`config.mk`:
```
export PLATFORM = sky130hd
export DESIGN_NAME = mem_arbiter_flat
export DESIGN_NICKNAME = d
export VERILOG_FILES = /design/src/rtl/mem_arbiter_if.sv /design/src/rtl/mem_arbiter.sv /design/src/flat_wrapper.sv
export SDC_FILE = /design/constraint.sdc
export NUM_CORES = 1
export LEC_CHECK = 0
export ABC_AREA = 1
export ABC_CLOCK_PERIOD_IN_PS = 5350
export BUFFER_PORTS_ARGS = -buffer_cell sky130_fd_sc_hd__buf_4
export CAP_MARGIN = 20
export CORE_AREA = 8 8 302 304
export CTS_CLUSTER_SIZE = 40
export DETAILED_ROUTE_END_ITERATION = 12
export DIE_AREA = 0 0 310 312
export SYNTH_ARGS = -nofsm -noshare
export SYNTH_HDL_FRONTEND = slang
export SYNTH_SLANG_ARGS = --single-unit
```
`constraint.sdc`:
```
create_clock -name clk -period 5.35 [get_ports clk]
set_clock_uncertainty 0.1 [all_clocks]
set_input_delay 0.8025 -clock clk [delete_from_list [all_inputs] [get_ports clk]]
set_output_delay 0.8025 -clock clk [all_outputs]
set_load 0.1 [all_outputs]
```
`src/rtl/mem_arbiter_if.sv`:
```
// Bundle of every handshake/bus signal around mem_arbiter: icache port, dcache port, memory port.
// Latency: none (wires only).
// Backpressure: carries req ready/valid, write-data ready/valid; response beats have no backpressure.
// Ports (slave = arbiter view): ic_req_*/dc_req_* in, *_ready/*_resp_*/dc_wr_ack out,
// mem_req_* out, mem_req_ready/mem_req_data_ready/mem_resp_* in.
interface mem_arbiter_if #(
    parameter int ADDR_W = 28,
    parameter int DATA_W = 128,
    parameter int TAG_W  = 4
);
    logic                  ic_req_valid;
    logic                  ic_req_ready;
    logic [ADDR_W-1:0]     ic_req_addr;
    logic                  ic_resp_valid;
    logic [DATA_W-1:0]     ic_resp_data;

    logic                  dc_req_valid;
    logic                  dc_req_ready;
    logic                  dc_req_rw;
    logic [ADDR_W-1:0]     dc_req_addr;
    logic [DATA_W-1:0]     dc_req_data;
    logic [DATA_W/8-1:0]   dc_req_mask;
    logic                  dc_resp_valid;
    logic [DATA_W-1:0]     dc_resp_data;
    logic                  dc_wr_ack;

    logic                  mem_req_valid;
    logic                  mem_req_ready;
    logic                  mem_req_rw;
    logic [ADDR_W-1:0]     mem_req_addr;
    logic [TAG_W-1:0]      mem_req_tag;
    logic                  mem_req_data_valid;
    logic                  mem_req_data_ready;
    logic [DATA_W-1:0]     mem_req_data_bits;
    logic [DATA_W/8-1:0]   mem_req_data_mask;
    logic                  mem_resp_valid;
    logic [TAG_W-1:0]      mem_resp_tag;
    logic [DATA_W-1:0]     mem_resp_data;

    // Arbiter side.
    modport slave (
        input  ic_req_valid, ic_req_addr,
        output ic_req_ready, ic_resp_valid, ic_resp_data,
        input  dc_req_valid, dc_req_rw, dc_req_addr, dc_req_data, dc_req_mask,
        output dc_req_ready, dc_resp_valid, dc_resp_data, dc_wr_ack,
        output mem_req_valid, mem_req_rw, mem_req_addr, mem_req_tag,
        output mem_req_data_valid, mem_req_data_bits, mem_req_data_mask,
        input  mem_req_ready, mem_req_data_ready,
        input  mem_resp_valid, mem_resp_tag, mem_resp_data
    );

    // Environment side (caches + memory).
    modport master (
        output ic_req_valid, ic_req_addr,
        input  ic_req_ready, ic_resp_valid, ic_resp_data,
        output dc_req_valid, dc_req_rw, dc_req_addr, dc_req_data, dc_req_mask,
        input  dc_req_ready, dc_resp_valid, dc_resp_data, dc_wr_ack,
        input  mem_req_valid, mem_req_rw, mem_req_addr, mem_req_tag,
        input  mem_req_data_valid, mem_req_data_bits, mem_req_data_mask,
        output mem_req_ready, mem_req_data_ready,
        output mem_resp_valid, mem_resp_tag, mem_resp_data
    );
endinterface

```
`src/rtl/mem_arbiter.sv`:
```
// Round-robin share of one tagged memory port between icache refill and dcache refill/writeback.
// Latency: read = accept + 1 CMD cycle (min) + BEATS beats; beats forwarded combinationally.
// Backpressure: one transaction in flight; req ready only in IDLE; CMD/WDATA hold until memory ready.
// Ports: clk, reset (async, active low), bus (mem_arbiter_if.slave), busy (not IDLE),
// tag_err (sticky: wrong-tag beat or beat outside RESP).
module mem_arbiter #(
    parameter int ADDR_W = 28,
    parameter int DATA_W = 128,
    parameter int TAG_W  = 4,
    parameter int BEATS  = 4
) (
    input  logic          clk,
    input  logic          reset,
    mem_arbiter_if.slave  bus,
    output logic          busy,
    output logic          tag_err
);
    localparam int MASK_W = DATA_W / 8;
    localparam int BEAT_W = (BEATS > 1) ? $clog2(BEATS) : 1;

    localparam logic [1:0] S_IDLE  = 2'd0;
    localparam logic [1:0] S_CMD   = 2'd1;
    localparam logic [1:0] S_WDATA = 2'd2;
    localparam logic [1:0] S_RESP  = 2'd3;

    localparam logic OWN_IC = 1'b0;
    localparam logic OWN_DC = 1'b1;

    logic [1:0]        state_q, state_d;
    logic              last_grant_q, last_grant_d;
    logic              owner_q, owner_d;
    logic              rw_q, rw_d;
    logic [ADDR_W-1:0] addr_q, addr_d;
    logic [DATA_W-1:0] data_q, data_d;
    logic [MASK_W-1:0] mask_q, mask_d;
    logic [TAG_W-1:0]  cur_tag_q, cur_tag_d;
    logic [BEAT_W-1:0] beat_q, beat_d;
    logic              tag_err_q, tag_err_d;

    logic idle;
    logic grant_ic;
    logic grant_dc;
    logic beat_hit;
    logic beat_last;

    assign idle = (state_q == S_IDLE);

    // dcache wins a tie unless it was the last one served.
    assign grant_dc = idle && bus.dc_req_valid && (!bus.ic_req_valid || (last_grant_q == OWN_IC));
    assign grant_ic = idle && bus.ic_req_valid && !grant_dc;

    assign beat_hit  = (state_q == S_RESP) && bus.mem_resp_valid && (bus.mem_resp_tag == cur_tag_q);
    assign beat_last = (beat_q == BEAT_W'(BEATS - 1));

    always_comb begin
        state_d      = state_q;
        last_grant_d = last_grant_q;
        owner_d      = owner_q;
        rw_d         = rw_q;
        addr_d       = addr_q;
        data_d       = data_q;
        mask_d       = mask_q;
        cur_tag_d    = cur_tag_q;
        beat_d       = beat_q;
        // Any beat not consumed as a hit is a stray: wrong tag or wrong state.
        tag_err_d    = tag_err_q | (bus.mem_resp_valid & ~beat_hit);

        case (state_q)
            S_IDLE: begin
                if (grant_dc) begin
                    addr_d       = bus.dc_req_addr;
                    rw_d         = bus.dc_req_rw;
                    data_d       = bus.dc_req_data;
                    mask_d       = bus.dc_req_mask;
                    owner_d      = OWN_DC;
                    last_grant_d = OWN_DC;
                    state_d      = S_CMD;
                end else if (grant_ic) begin
                    addr_d       = bus.ic_req_addr;
                    rw_d         = 1'b0;
                    data_d       = '0;
                    mask_d       = '0;
                    owner_d      = OWN_IC;
                    last_grant_d = OWN_IC;
                    state_d      = S_CMD;
                end
            end
            S_CMD: begin
                if (bus.mem_req_ready) begin
                    if (rw_q) begin
                        state_d = S_WDATA;
                    end else begin
                        state_d = S_RESP;
                        beat_d  = '0;
                    end
                end
            end
            S_WDATA: begin
                if (bus.mem_req_data_ready) begin
                    cur_tag_d = cur_tag_q + TAG_W'(1);
                    state_d   = S_IDLE;
                end
            end
            S_RESP: begin
                if (beat_hit) begin
                    if (beat_last) begin
                        beat_d    = '0;
                        cur_tag_d = cur_tag_q + TAG_W'(1);
                        state_d   = S_IDLE;
                    end else begin
                        beat_d = beat_q + BEAT_W'(1);
                    end
                end
            end
            default: state_d = S_IDLE;
        endcase
    end

    always_ff @(posedge clk or negedge reset) begin
        if (!reset) begin
            state_q      <= S_IDLE;
            last_grant_q <= OWN_IC;
            owner_q      <= OWN_IC;
            rw_q         <= 1'b0;
            addr_q       <= '0;
            data_q       <= '0;
            mask_q       <= '0;
            cur_tag_q    <= '0;
            beat_q       <= '0;
            tag_err_q    <= 1'b0;
        end else begin
            state_q      <= state_d;
            last_grant_q <= last_grant_d;
            owner_q      <= owner_d;
            rw_q         <= rw_d;
            addr_q       <= addr_d;
            data_q       <= data_d;
            mask_q       <= mask_d;
            cur_tag_q    <= cur_tag_d;
            beat_q       <= beat_d;
            tag_err_q    <= tag_err_d;
        end
    end

    assign bus.ic_req_ready = grant_ic;
    assign bus.dc_req_ready = grant_dc;

    assign bus.mem_req_valid = (state_q == S_CMD);
    assign bus.mem_req_rw    = rw_q;
    assign bus.mem_req_addr  = addr_q;
    assign bus.mem_req_tag   = cur_tag_q;

    assign bus.mem_req_data_valid = (state_q == S_WDATA);
    assign bus.mem_req_data_bits  = data_q;
    assign bus.mem_req_data_mask  = mask_q;
    assign bus.dc_wr_ack          = (state_q == S_WDATA) && bus.mem_req_data_ready;

    // Data is gated so an idle response port reads as zero.
    assign bus.ic_resp_valid = beat_hit && (owner_q == OWN_IC);
    assign bus.dc_resp_valid = beat_hit && (owner_q == OWN_DC);
    assign bus.ic_resp_data  = bus.ic_resp_valid ? bus.mem_resp_data : '0;
    assign bus.dc_resp_data  = bus.dc_resp_valid ? bus.mem_resp_data : '0;

    assign busy    = !idle;
    assign tag_err = tag_err_q;
endmodule

```
`src/flat_wrapper.sv`:
```
// flat-port wrapper written by rule: the top's interface ports become plain ports
module mem_arbiter_flat 
#(
    parameter int ADDR_W = 28,
    parameter int DATA_W = 128,
    parameter int TAG_W  = 4,
    parameter int BEATS  = 4
)
  (clk, reset, busy, tag_err, bus_ic_req_valid, bus_ic_req_addr, bus_ic_req_ready, bus_ic_resp_valid, bus_ic_resp_data, bus_dc_req_valid, bus_dc_req_rw, bus_dc_req_addr, bus_dc_req_data, bus_dc_req_mask, bus_dc_req_ready, bus_dc_resp_valid, bus_dc_resp_data, bus_dc_wr_ack, bus_mem_req_valid, bus_mem_req_rw, bus_mem_req_addr, bus_mem_req_tag, bus_mem_req_data_valid, bus_mem_req_data_bits, bus_mem_req_data_mask, bus_mem_req_ready, bus_mem_req_data_ready, bus_mem_resp_valid, bus_mem_resp_tag, bus_mem_resp_data);
  mem_arbiter_if #(.ADDR_W(ADDR_W), .DATA_W(DATA_W), .TAG_W(TAG_W)) bus_i ();
  input  logic clk;
  input  logic reset;
  output logic busy;
  output logic tag_err;
  input wire logic [$bits(bus_i.ic_req_valid)-1:0] bus_ic_req_valid;
  input wire logic [$bits(bus_i.ic_req_addr)-1:0] bus_ic_req_addr;
  output wire logic [$bits(bus_i.ic_req_ready)-1:0] bus_ic_req_ready;
  output wire logic [$bits(bus_i.ic_resp_valid)-1:0] bus_ic_resp_valid;
  output wire logic [$bits(bus_i.ic_resp_data)-1:0] bus_ic_resp_data;
  input wire logic [$bits(bus_i.dc_req_valid)-1:0] bus_dc_req_valid;
  input wire logic [$bits(bus_i.dc_req_rw)-1:0] bus_dc_req_rw;
  input wire logic [$bits(bus_i.dc_req_addr)-1:0] bus_dc_req_addr;
  input wire logic [$bits(bus_i.dc_req_data)-1:0] bus_dc_req_data;
  input wire logic [$bits(bus_i.dc_req_mask)-1:0] bus_dc_req_mask;
  output wire logic [$bits(bus_i.dc_req_ready)-1:0] bus_dc_req_ready;
  output wire logic [$bits(bus_i.dc_resp_valid)-1:0] bus_dc_resp_valid;
  output wire logic [$bits(bus_i.dc_resp_data)-1:0] bus_dc_resp_data;
  output wire logic [$bits(bus_i.dc_wr_ack)-1:0] bus_dc_wr_ack;
  output wire logic [$bits(bus_i.mem_req_valid)-1:0] bus_mem_req_valid;
  output wire logic [$bits(bus_i.mem_req_rw)-1:0] bus_mem_req_rw;
  output wire logic [$bits(bus_i.mem_req_addr)-1:0] bus_mem_req_addr;
  output wire logic [$bits(bus_i.mem_req_tag)-1:0] bus_mem_req_tag;
  output wire logic [$bits(bus_i.mem_req_data_valid)-1:0] bus_mem_req_data_valid;
  output wire logic [$bits(bus_i.mem_req_data_bits)-1:0] bus_mem_req_data_bits;
  output wire logic [$bits(bus_i.mem_req_data_mask)-1:0] bus_mem_req_data_mask;
  input wire logic [$bits(bus_i.mem_req_ready)-1:0] bus_mem_req_ready;
  input wire logic [$bits(bus_i.mem_req_data_ready)-1:0] bus_mem_req_data_ready;
  input wire logic [$bits(bus_i.mem_resp_valid)-1:0] bus_mem_resp_valid;
  input wire logic [$bits(bus_i.mem_resp_tag)-1:0] bus_mem_resp_tag;
  input wire logic [$bits(bus_i.mem_resp_data)-1:0] bus_mem_resp_data;
  assign bus_i.ic_req_valid = bus_ic_req_valid;
  assign bus_i.ic_req_addr = bus_ic_req_addr;
  assign bus_ic_req_ready = bus_i.ic_req_ready;
  assign bus_ic_resp_valid = bus_i.ic_resp_valid;
  assign bus_ic_resp_data = bus_i.ic_resp_data;
  assign bus_i.dc_req_valid = bus_dc_req_valid;
  assign bus_i.dc_req_rw = bus_dc_req_rw;
  assign bus_i.dc_req_addr = bus_dc_req_addr;
  assign bus_i.dc_req_data = bus_dc_req_data;
  assign bus_i.dc_req_mask = bus_dc_req_mask;
  assign bus_dc_req_ready = bus_i.dc_req_ready;
  assign bus_dc_resp_valid = bus_i.dc_resp_valid;
  assign bus_dc_resp_data = bus_i.dc_resp_data;
  assign bus_dc_wr_ack = bus_i.dc_wr_ack;
  assign bus_mem_req_valid = bus_i.mem_req_valid;
  assign bus_mem_req_rw = bus_i.mem_req_rw;
  assign bus_mem_req_addr = bus_i.mem_req_addr;
  assign bus_mem_req_tag = bus_i.mem_req_tag;
  assign bus_mem_req_data_valid = bus_i.mem_req_data_valid;
  assign bus_mem_req_data_bits = bus_i.mem_req_data_bits;
  assign bus_mem_req_data_mask = bus_i.mem_req_data_mask;
  assign bus_i.mem_req_ready = bus_mem_req_ready;
  assign bus_i.mem_req_data_ready = bus_mem_req_data_ready;
  assign bus_i.mem_resp_valid = bus_mem_resp_valid;
  assign bus_i.mem_resp_tag = bus_mem_resp_tag;
  assign bus_i.mem_resp_data = bus_mem_resp_data;
  mem_arbiter #(.ADDR_W(ADDR_W), .DATA_W(DATA_W), .TAG_W(TAG_W), .BEATS(BEATS)) u_core (.clk(clk), .reset(reset), .bus(bus_i), .busy(busy), .tag_err(tag_err));
endmodule
```
==> reports/results.ini <==
[detailed_routing]
antenna_left = 0
drc_errors = 0
wl_met2_um = 30900
vias_per_cell = 3.36
wl_um = 61700
drt-met1-wl_um = 23200
post_drt_wl_per_cell_um = 19.4
dr.pass1.iters = 4
vias = 10700
dr_wl_met3_um = 6560
drtIter0Drc = 509
maxUsedRoutingLayer = met5

[floorplan]
top_level_ports = 782
row_count = 108
die_w_um = 310
die_h_um = 312
core_um2 = 86200
die_area_um2 = 96700
start_util_pct = 10.9

[synthesis]
synth_top_area_share_pct = 48.6
synth_area_leaders = dfrtp_1, inv_1, nor2_1
syn_avg_cell_area_um2 = 7.41
synth_cell_type_count = 24
yosysTopAreaCell = dfrtp_1
synth_area_um2 = 9430
async_flop_share_pct = 100
synth_most_common_cell = inv_1
yosysSeqAreaShare_pct = 48.6
synth_edf_count = 0
yosys-top-cells-count = inv_1, nor2_1, nand2_1
synth_nets = 1614
synth-warning-count = 0
ys_seq_elements = 183
netlist_instances = 1272
ys.flop_type = dfrtp_1

[clock_network]
cts_tree = yes
cts_setup_buffers = 0
cts_resized = 0
clock_sinks = 183
ctsHoldBuffers = 0
clk_path_buf_depth = 2
cts_htree_levels = 4
cts_made_buffers = 17
insertion_delay_ps = 480
cts_root_buf = clkbuf_16
clkTransAtPathRegs_ps = 80

[placed_design]
dp_slack_ps = 1700
portBuffers = 781
dpl.hpwl_um = 52500
place_congestion = 0.904

[timing]
hold_viol = 0
rsz0062_at_grt = false
worst_pin_slew_ps = 890
final_max_slew_viol_count = 0
setup_slack_ps = 1580
slew_headroom_pct = 40.5
tns_ps = 0
clock.fmax_mhz = 265
period_needed_ps = 3770
report.final.setup_viol = 0
fin_crit_sh_pct = 70.5

[worst_hold_path]
hold_class = in -> async

[worst_setup_path]
critPathCaptureType = primary output
worst_setup_path_start_kind = flip-flop
critPathKind = reg -> out
cp.arrival_ps = 2870
cp_max_fo = 91
required_ps = 4450

[power]
pwr_density_cell_nw_per_um2 = 605
totalPowerFinal_mw = 10.2
power_leakage_nw = 9.15
irDropWorstVdd_mv = 0.543

[grt]
grt_pass1_vias = 11000
grt_max_degree = 106
antenna_found_initial = 19
grt_pass1_wl_um = 83600
overflow = 0
grt_util_all_layers_pct = 12.1

[status]
status = completed

[layout]
area_growth_pct = 79.6
fill_cells = 9742
drive_gt1_share_pct = 42.2
nets = 2354

[job]
drv_cap = 0

## layout by cell type (no fill, tap or decap), types with 3 or more instances in the layout
cell        count
clkbuf_16      17
buf_4         788
nor2_4         13
inv_6           6
a21oi_1         3
clkinvlp_4      3
inv_8           3
nor2_1        241
nand4_1         5
o211ai_1       28
dfrtp_1       183
inv_1         315
nand3_1         9
nor2_2         10
clkbuf_8        3
o21ai_0       147
nand2_1       232
## cells by family after synthesis
kind of cell    count (synthesis)  synth area share (%)
simple gates                  514                  22.2
compound gates                180                  10.3
fa+ha+maj                       2                 0.265
flops                         183                  48.6
buf+inv                       390                  18.3
xor+xnor                        3                 0.279
## path summary, 6_finish.rpt
check | startpoint | endpoint | slack [ps] | depth (start not counted)
max | u_core.bus.mem_req_tag[0]$_DFFE_PN0P_ | bus_ic_resp_data[126] | 1580 | 10
max reg2reg | u_core.state_q[0]$_DFFE_PN0P_ | u_core.bus.mem_req_data_mask[2]$_DFFE_PN0P_ | 2680 | 5
min in group clk | u_core.tag_err$_DFF_PN0_ | u_core.tag_err$_DFF_PN0_ | 400 | 1
max in group asynchronous | reset | u_core.bus.mem_req_data_bits[53]$_DFFE_PN0P_ | 3810 | 2
min reg2reg | u_core.tag_err$_DFF_PN0_ | u_core.tag_err$_DFF_PN0_ | 400 | 1
min | reset | u_core.bus.mem_req_addr[16]$_DFFE_PN0P_ | 350 | 1
## metrics by stage
| stage | instance area [um2] | std cells | util (%) | hold slack, ps |
|---|---|---|---|---|
| finish | 16900 | 3181 | 19.6 | 347 |
| global route | 16900 | 3179 | 19.6 | 374 |
| CTS | 16900 | 3179 | 19.6 | 321 |
| detailed placement | 16300 | 3148 | 19.0 | 377 |
| global placement | 16300 | 3148 | 19.0 | 366 |
| floorplan | 9430 | 1272 | - | 380 |
## registers in the layout, indices dropped and copies added, names as in the netlist, 2 cells and up
name / cells
u_core.bus.mem_req_addr: 28
u_core.bus.mem_req_data_mask: 16
u_core.bus.mem_req_tag: 4
u_core.bus.mem_req_data_bits: 128
u_core.state_q: 2
u_core.beat_q: 2
## power breakdown
| group | total [mW] | switching (mW) | leakage (nW) | internal, mW |
|---|---|---|---|---|
| logic | 6.63 | 5.40 | 6.52 | 1.22 |
| clock network | 1.33 | 0.647 | 0.279 | 0.680 |
| registers | 2.28 | 0.344 | 2.35 | 1.94 |
## metal layers
layer / vias up / track usage [%]
met5: - / 0
met4: 16 / 2.73
met3: 62 / 5.31
met2: 499 / 21.5
met1: 4938 / 13.2
li1: 5173 / -
## cell type report
class	count	area, um2	share of cell area, %
inverters	320	1210	7.17
clock inverters	12	130	0.769
well taps	1155	1450	8.54
multi-input cells	699	3130	18.5
clock buffers	19	453	2.68
flip-flops and latches	183	4580	27.1
diodes	2	5.00	0.0296
repair buffers	791	5970	35.3
## critical path: stages, from the launching register on
cell	delay, ps
dfrtp_1	450
inv_1	100
nand2_1	50
nand2_1	110
nor2_4	50
nand3_4	100
nor2_4	60
inv_6	510
buf_4	510
nor2_1	110
buf_4	250
Power figures use the tool's default switching activity.
